File: src/rtl/comet_mem_pkg.sv
// rtl/comet_mem_pkg.sv - shared owner codes and read-latency limits for the COMET II RAM arbiter
//
// Purpose: owner encoding used by the arbitration channels and the read-return tag pipe,
//          plus the legal range of RAM read latency.
// Ports:   none (package).
package comet_mem_pkg;

  typedef enum logic {
    OWN_CPU  = 1'b0,
    OWN_HOST = 1'b1
  } owner_e;

  localparam int RD_LAT_MIN = 1;
  localparam int RD_LAT_MAX = 4;

  function automatic bit rd_lat_ok(input int lat);
    return (lat >= RD_LAT_MIN) && (lat <= RD_LAT_MAX);
  endfunction

endpackage

File: src/rtl/comet_arb_chan.sv
// rtl/comet_arb_chan.sv - one arbitration channel (winner select, burst accounting, operand mux)
//
// Purpose: picks the winner between CPU and host for one RAM port each cycle, drives the
//          grants combinationally and muxes the winner's operand (address, or address+data)
//          onto the RAM side. With no request the operand output holds its last value.
// Build:   COMET_ARB_RR_EN defined   -> round-robin with MAX_BURST burst limit
//          COMET_ARB_RR_EN undefined -> fixed priority, host wins every contention
// Ports:
//   i_clk, i_rst            clock, asynchronous active-high reset
//   i_cpu_req, i_cpu_op     CPU request and operand
//   i_host_req, i_host_op   host request and operand
//   o_cpu_gnt, o_host_gnt   per-cycle grants
//   o_en                    RAM enable (some request accepted)
//   o_op                    winner's operand, or last granted operand when idle
module comet_arb_chan
  import comet_mem_pkg::*;
#(
  parameter int OW        = 16,
  parameter int MAX_BURST = 8
) (
  input  logic          i_clk,
  input  logic          i_rst,
  input  logic          i_cpu_req,
  input  logic [OW-1:0] i_cpu_op,
  input  logic          i_host_req,
  input  logic [OW-1:0] i_host_op,
  output logic          o_cpu_gnt,
  output logic          o_host_gnt,
  output logic          o_en,
  output logic [OW-1:0] o_op
);

  if (MAX_BURST < 1) begin : g_bad_burst
    $error("comet_arb_chan: MAX_BURST must be >= 1");
  end

  // Requests are masked during reset so no grant can leak out while rst is high.
  logic          w_cpu_req;
  logic          w_host_req;
  owner_e        w_winner;
  logic [OW-1:0] w_sel_op;
  logic [OW-1:0] r_op;

  assign w_cpu_req  = i_cpu_req & ~i_rst;
  assign w_host_req = i_host_req & ~i_rst;

`ifdef COMET_ARB_RR_EN
  localparam int CW = $clog2(MAX_BURST + 1);

  owner_e        r_last_owner;
  logic [CW-1:0] r_burst_cnt;
  logic          w_both;
  logic          w_yield;

  assign w_both  = w_cpu_req & w_host_req;
  assign w_yield = w_both && (r_burst_cnt >= CW'(MAX_BURST));

  always_comb begin
    w_winner = OWN_CPU;
    if (w_both) begin
      w_winner = w_yield ? owner_e'(~r_last_owner) : r_last_owner;
    end else if (w_host_req) begin
      w_winner = OWN_HOST;
    end
  end

  // The yield slot hands the other side a single grant but does not transfer burst
  // ownership: the burst owner resumes afterwards with a fresh count.
  always_ff @(posedge i_clk or posedge i_rst) begin
    if (i_rst) begin
      r_last_owner <= OWN_CPU;
      r_burst_cnt  <= '0;
    end else if (w_both) begin
      if (w_yield) begin
        r_burst_cnt <= '0;
      end else if (r_burst_cnt < CW'(MAX_BURST)) begin
        r_burst_cnt <= r_burst_cnt + CW'(1);
      end
    end else begin
      r_burst_cnt <= '0;
      if (w_cpu_req || w_host_req) begin
        r_last_owner <= w_winner;
      end
    end
  end
`else
  always_comb begin
    w_winner = OWN_CPU;
    if (w_host_req) begin
      w_winner = OWN_HOST;
    end
  end
`endif

  assign o_cpu_gnt  = w_cpu_req && (w_winner == OWN_CPU);
  assign o_host_gnt = w_host_req && (w_winner == OWN_HOST);
  assign o_en       = w_cpu_req | w_host_req;
  assign w_sel_op   = (w_winner == OWN_HOST) ? i_host_op : i_cpu_op;
  assign o_op       = o_en ? w_sel_op : r_op;

  always_ff @(posedge i_clk or posedge i_rst) begin
    if (i_rst) begin
      r_op <= '0;
    end else if (o_en) begin
      r_op <= w_sel_op;
    end
  end

endmodule

File: src/rtl/comet_mem_arbiter.sv
// rtl/comet_mem_arbiter.sv - CPU/host arbiter in front of the COMET II test RAM
//
// Purpose: independent read and write arbitration between the CPU and the host/debug port,
//          plus an RD_LAT-deep owner-tag pipe that steers returning read data to the port
//          that issued the read.
// Build:   COMET_ARB_RR_EN selects round-robin with burst limit; undefined = host priority.
// Ports:
//   i_mclk, i_rst                               clock, asynchronous active-high reset
//   i_cpu_re/i_cpu_raddr, o_cpu_rgnt            CPU read request / accept
//   o_cpu_rvalid, o_cpu_rdata                   CPU read return
//   i_cpu_we/i_cpu_waddr/i_cpu_wdata, o_cpu_wgnt CPU write request / accept
//   i_host_* / o_host_*                         same set for the host port
//   o_mem_re, o_mem_raddr, i_mem_rdata          RAM read port
//   o_mem_we, o_mem_waddr, o_mem_wdata          RAM write port
module comet_mem_arbiter
  import comet_mem_pkg::*;
#(
  parameter int AW        = 16,
  parameter int DW        = 16,
  parameter int RD_LAT    = 1,
  parameter int MAX_BURST = 8
) (
  input  logic          i_mclk,
  input  logic          i_rst,
  input  logic          i_cpu_re,
  input  logic [AW-1:0] i_cpu_raddr,
  output logic          o_cpu_rgnt,
  output logic          o_cpu_rvalid,
  output logic [DW-1:0] o_cpu_rdata,
  input  logic          i_cpu_we,
  input  logic [AW-1:0] i_cpu_waddr,
  input  logic [DW-1:0] i_cpu_wdata,
  output logic          o_cpu_wgnt,
  input  logic          i_host_re,
  input  logic [AW-1:0] i_host_raddr,
  output logic          o_host_rgnt,
  output logic          o_host_rvalid,
  output logic [DW-1:0] o_host_rdata,
  input  logic          i_host_we,
  input  logic [AW-1:0] i_host_waddr,
  input  logic [DW-1:0] i_host_wdata,
  output logic          o_host_wgnt,
  output logic          o_mem_re,
  output logic [AW-1:0] o_mem_raddr,
  input  logic [DW-1:0] i_mem_rdata,
  output logic          o_mem_we,
  output logic [AW-1:0] o_mem_waddr,
  output logic [DW-1:0] o_mem_wdata
);

  if (!rd_lat_ok(RD_LAT)) begin : g_bad_rd_lat
    $error("comet_mem_arbiter: RD_LAT out of range");
  end

  logic [AW+DW-1:0] w_wr_op;
  logic [RD_LAT-1:0] r_tag_vld;
  owner_e            r_tag_own [RD_LAT];

  comet_arb_chan #(
    .OW        (AW),
    .MAX_BURST (MAX_BURST)
  ) u_rd_chan (
    .i_clk      (i_mclk),
    .i_rst      (i_rst),
    .i_cpu_req  (i_cpu_re),
    .i_cpu_op   (i_cpu_raddr),
    .i_host_req (i_host_re),
    .i_host_op  (i_host_raddr),
    .o_cpu_gnt  (o_cpu_rgnt),
    .o_host_gnt (o_host_rgnt),
    .o_en       (o_mem_re),
    .o_op       (o_mem_raddr)
  );

  comet_arb_chan #(
    .OW        (AW + DW),
    .MAX_BURST (MAX_BURST)
  ) u_wr_chan (
    .i_clk      (i_mclk),
    .i_rst      (i_rst),
    .i_cpu_req  (i_cpu_we),
    .i_cpu_op   ({i_cpu_waddr, i_cpu_wdata}),
    .i_host_req (i_host_we),
    .i_host_op  ({i_host_waddr, i_host_wdata}),
    .o_cpu_gnt  (o_cpu_wgnt),
    .o_host_gnt (o_host_wgnt),
    .o_en       (o_mem_we),
    .o_op       (w_wr_op)
  );

  assign o_mem_waddr = w_wr_op[AW+DW-1:DW];
  assign o_mem_wdata = w_wr_op[DW-1:0];

  // Owner tag travels alongside the RAM's own read pipeline; one issue per cycle at most,
  // so returns come back in issue order with no bubbles.
  always_ff @(posedge i_mclk or posedge i_rst) begin
    if (i_rst) begin
      r_tag_vld <= '0;
      for (int i = 0; i < RD_LAT; i++) begin
        r_tag_own[i] <= OWN_CPU;
      end
    end else begin
      r_tag_vld[0] <= o_mem_re;
      r_tag_own[0] <= o_host_rgnt ? OWN_HOST : OWN_CPU;
      for (int i = 1; i < RD_LAT; i++) begin
        r_tag_vld[i] <= r_tag_vld[i-1];
        r_tag_own[i] <= r_tag_own[i-1];
      end
    end
  end

  assign o_cpu_rvalid  = r_tag_vld[RD_LAT-1] && (r_tag_own[RD_LAT-1] == OWN_CPU);
  assign o_host_rvalid = r_tag_vld[RD_LAT-1] && (r_tag_own[RD_LAT-1] == OWN_HOST);
  assign o_cpu_rdata   = i_mem_rdata;
  assign o_host_rdata  = i_mem_rdata;

endmodule

File: config.mk
export PLATFORM = sky130hd
export DESIGN_NAME = comet_mem_arbiter
export DESIGN_NICKNAME = d
export VERILOG_FILES = /design/src/rtl/comet_mem_pkg.sv /design/src/rtl/comet_arb_chan.sv /design/src/rtl/comet_mem_arbiter.sv
export SDC_FILE = /design/constraint.sdc
export NUM_CORES = 1
export LEC_CHECK = 0
export ABC_AREA = 1
export BUFFER_PORTS_ARGS = -buffer_cell sky130_fd_sc_hd__buf_4
export CORE_ASPECT_RATIO = 0.9
export CORE_UTILIZATION = 43
export DETAILED_ROUTE_END_ITERATION = 8
export PLACE_DENSITY = 0.92
export SLEW_MARGIN = 5
export SYNTH_ARGS = -nofsm -noshare
export SYNTH_HDL_FRONTEND = slang
export SYNTH_HIERARCHICAL = 1
export SYNTH_SLANG_ARGS = --single-unit
File: constraint.sdc
create_clock -name i_mclk -period 1.3 [get_ports i_mclk]
set_input_delay 0.065 -clock i_mclk [delete_from_list [all_inputs] [get_ports i_mclk]]
set_output_delay 0.065 -clock i_mclk [all_outputs]
set_load 0.03 [all_outputs]
==> metrics.md <==
| Metric | Value |
|---|---|
| Period minus WS final | `1210 ps` |
| GRT Total Usage | `0.239` |
| Clock Sinks | `50` |
| Global-route wire length before repair | `about 15,000 um` |
| Gate Count Post-Synth | `456` |
| Area leader, netlist | `dfrtp_1` |
| Seq cells post-synth | `50` |
| Final Max Tran Viols | `0` |
| DR WL met3 | `718 um` |
| Longest Clk Path Bufs | `2` |
| Post-synthesis sequential area ratio | `0.387` |
| DR iter-0 viols | `158` |
| Most frequent cells after synthesis | `nand2_1, inv_1, nand3_1, dfrtp_1, buf_4` |
| Area share of the largest cell type after synthesis | `0.387` |
| Wl on met1 | `3530 um` |
| CTS H-tree lvls | `2` |
| Detail Route Antenna Nets | `0` |
| Slew headroom | `0.491` |
| Most frequent cell after synthesis | `nand2_1` |
| Post-Route WL | `9140 um` |
| Worst path arrival time | `1150 ps` |
| Final TNS setup | `0 ps` |
| Seq pwr share | `0.385` |
| Maxcap violations | `0` |
| Clk pwr share | `0.233` |
| Clock-pin slew on the worst setup and hold paths | `~90 ps` |
| Setup Viol. Count Final | `0` |
| Outcome | `finished clean` |
| Hold Fails Final Rpt | `0` |
| Uppermost layer routed | `met4` |
| Final Cycle Share | `0.932` |
| Top_reg_cell synth | `dfrtp_1` |
| CP Launch Type | `input port` |
| # diodes | `0` |
| Share of cells above drive strength 1 | `0.334` |
| CP required | `1240 ps` |
| Mapped Nets | `574` |
| Syn Std Cell Area | `0.00323 mm^2` |
| DR DRC count | `0` |
| Setup ws final | `around 89 ps` |
| Distinct cells, synth | `17` |
| Die Height | `84.2 um` |
| VDD IR-drop max | `492 uV` |
| Dpl hpwl | `6710 um` |
| Sw Ratio | `0.352` |
| # IOs | `206` |
| Core area | `0.00715 mm^2` |
| Pin count of the biggest net entering global routing | `33` |
| Pwr Total | `0.00477 W` |
| Met2 wire len | `4710 um` |
| DP Worst Slack | `-77.6 ps` |
| Area contributors post-synth | `dfrtp_1, nand2_1, nand3_1, inv_1, buf_4` |
| Hold Crit Endpoint | `u_wr_chan/r_op[30]` |
| TritonCTS Buffers | `5` |
| Antenna violations before repair | `0` |
| Detailed Routing Iterations Pass 1 | `4` |
| Vias per cell | `4.83` |
| Grt total ovfl | `0` |
| Die X | `93.4 um` |
| PwrDens | `1090 mW/mm^2` |
| Crit. End Element | `output port` |
| EDFF count, synth | `0` |
| Area growth from synthesis to layout | `35.8%` |
| Synth warnings | `6` |
| R2R cell count | `2` |
| Worst R2R End | `u_rd_chan/r_op[14]` |
| Worst skew pair latency | `290 ps` |
| CTS tree | `yes` |
| F_max | `roughly 830 MHz` |
| Syn Area/Cell | `7.08 um^2` |
| Post-synth ARST share | `1.00` |
| R2R setup slack | `between 600 and 700 ps` |
| Slew @ Worst Pin | `763 ps` |
| P_sw | `0.00168 W` |
| Die area | `roughly 0.0079 mm^2` |
| Root Driver | `clkbuf_8` |
| Initial Util | `0.452` |
| CP Max Fanout | `15` |
| Vias in the first global route | `3,159` |
| Final RePlAce weighted congestion | `0.821` |
| Reg2Reg Launch Point | `u_rd_chan/r_op[14]` |
| Leak | `about 2.7 nW` |
| Number of port buffers | `157` |
| Hold path depth | `3` |
| Comb pwr share | `0.382` |
| Row count | `29` |
| Critical path type | `in -> out` |
| Routed len/inst | `13.6 um` |
| Worst clock skew | `0 ps` |
| Vias | `about 3,300` |
| RSZ-0062 raised after global routing | `false` |
| Hold Path Class | `in -> reg` |
| HP Start | `i_host_waddr[14]` |
| Fin nets | `699` |
| Power Internal | `0.00309 W` |
[placed cells by master (no fill, tap or decap), drive strengths merged]
cell type / netlist / final
dlymetal6s4s: 0 / 2
dfrtp: 50 / 50
nand2: 149 / 149
inv: 101 / 101
o21ai: 2 / 3
bufinv: 0 / 1
nand3: 94 / 94
clkbuf: 0 / 6
nand4: 2 / 2
buf: 55 / 166
dlygate4sd3: 0 / 4
nor2: 3 / 3
[through the flow]
| step | util | area, um^2 | hold WS, ps | instances |
|---|---|---|---|---|
| 3_5_place_dp | 0.585 | 4180 | -28.1 | 660 |
| 5_1_grt | 0.614 | 4390 | 5.16 | 674 |
| 2_1_floorplan | - | 3230 | -194 | 456 |
| 6_report | 0.614 | 4390 | 19.1 | 674 |
| 3_3_place_gp | 0.585 | 4180 | -36.8 | 660 |
| 4_1_cts | 0.613 | 4380 | 13.8 | 674 |
[worst max-delay path by stage]
stage | depth (start not counted) | from | to | slack (ps)
2_1_floorplan | 6 | i_rst | u_rd_chan/r_op[10] | 80
4_1_cts | 4 | i_rst | u_wr_chan/r_op[12] | 30
5_1_grt | 8 | i_rst | o_mem_wdata[1] | 20
6_report | 8 | i_rst | o_mem_waddr[15] | 90
3_3_place_gp | 7 | i_rst | o_mem_waddr[15] | -60
3_5_place_dp | 5 | i_cpu_we | o_mem_waddr[1] | -80
[routing by layer]
layer  global-route usage  up-vias
met5                    0        -
met4               0.0783        0
met3               0.0507       20
met2                0.430      144
met1                0.283     1516
li1                     -     1578
[area by class of cell]
cell class	count	area (um^2)
timing repair buffer	172	1340
clock inverter	1	30.0
tap	93	116
fill	637	2760
inverter	101	382
clock buffer	6	82.6
multi-input combinational	251	1190
sequential	50	1250
[cell families after synthesis]
| family | share of synthesized area |
|---|---|
| flip-flops | 0.387 |
| AO/OA/AOI/OAI | 0.0101 |
| buffers and inverters | 0.253 |
| AND/OR/NAND/NOR | 0.350 |
[what timing repair did]
action,in CTS,in global routing
endpoints found under the hold margin,50,0
gates resized for setup,2,2
buffers inserted,0,0
hold buffers,6,0
gates cloned,1,0
pin swaps,1,0
endpoints found under the setup margin,32,30
[worst max-delay path, stage by stage]
cell     delay [ps]
buf_4           140
inv_4           120
nand2_4         120
buf_4           210
nand2_1          80
nand3_1         130
nand2_1         110
buf_4           160
[power groups by stage]
| stage | sequential [W] | clock, W | combinational (W) |
|---|---|---|---|
| after floorplan | 0.00184 | 0 | 0.00127 |
| after global placement | 0.00186 | 0 | 0.00176 |
| after detailed placement | 0.00187 | 0 | 0.00179 |
| after CTS | 0.00184 | 0.00115 | 0.00183 |
| after global routing | 0.00186 | 0.00124 | 0.00196 |
| final | 0.00184 | 0.00111 | 0.00182 |
[sequential cells by signal, indices dropped and copies added, names as in the netlist]
signal	cells
u_rd_chan/r_op	16
r_tag_own	1
r_tag_vld	1
u_wr_chan/r_op	32
Note: power is estimated with default switching activity, not from simulation.
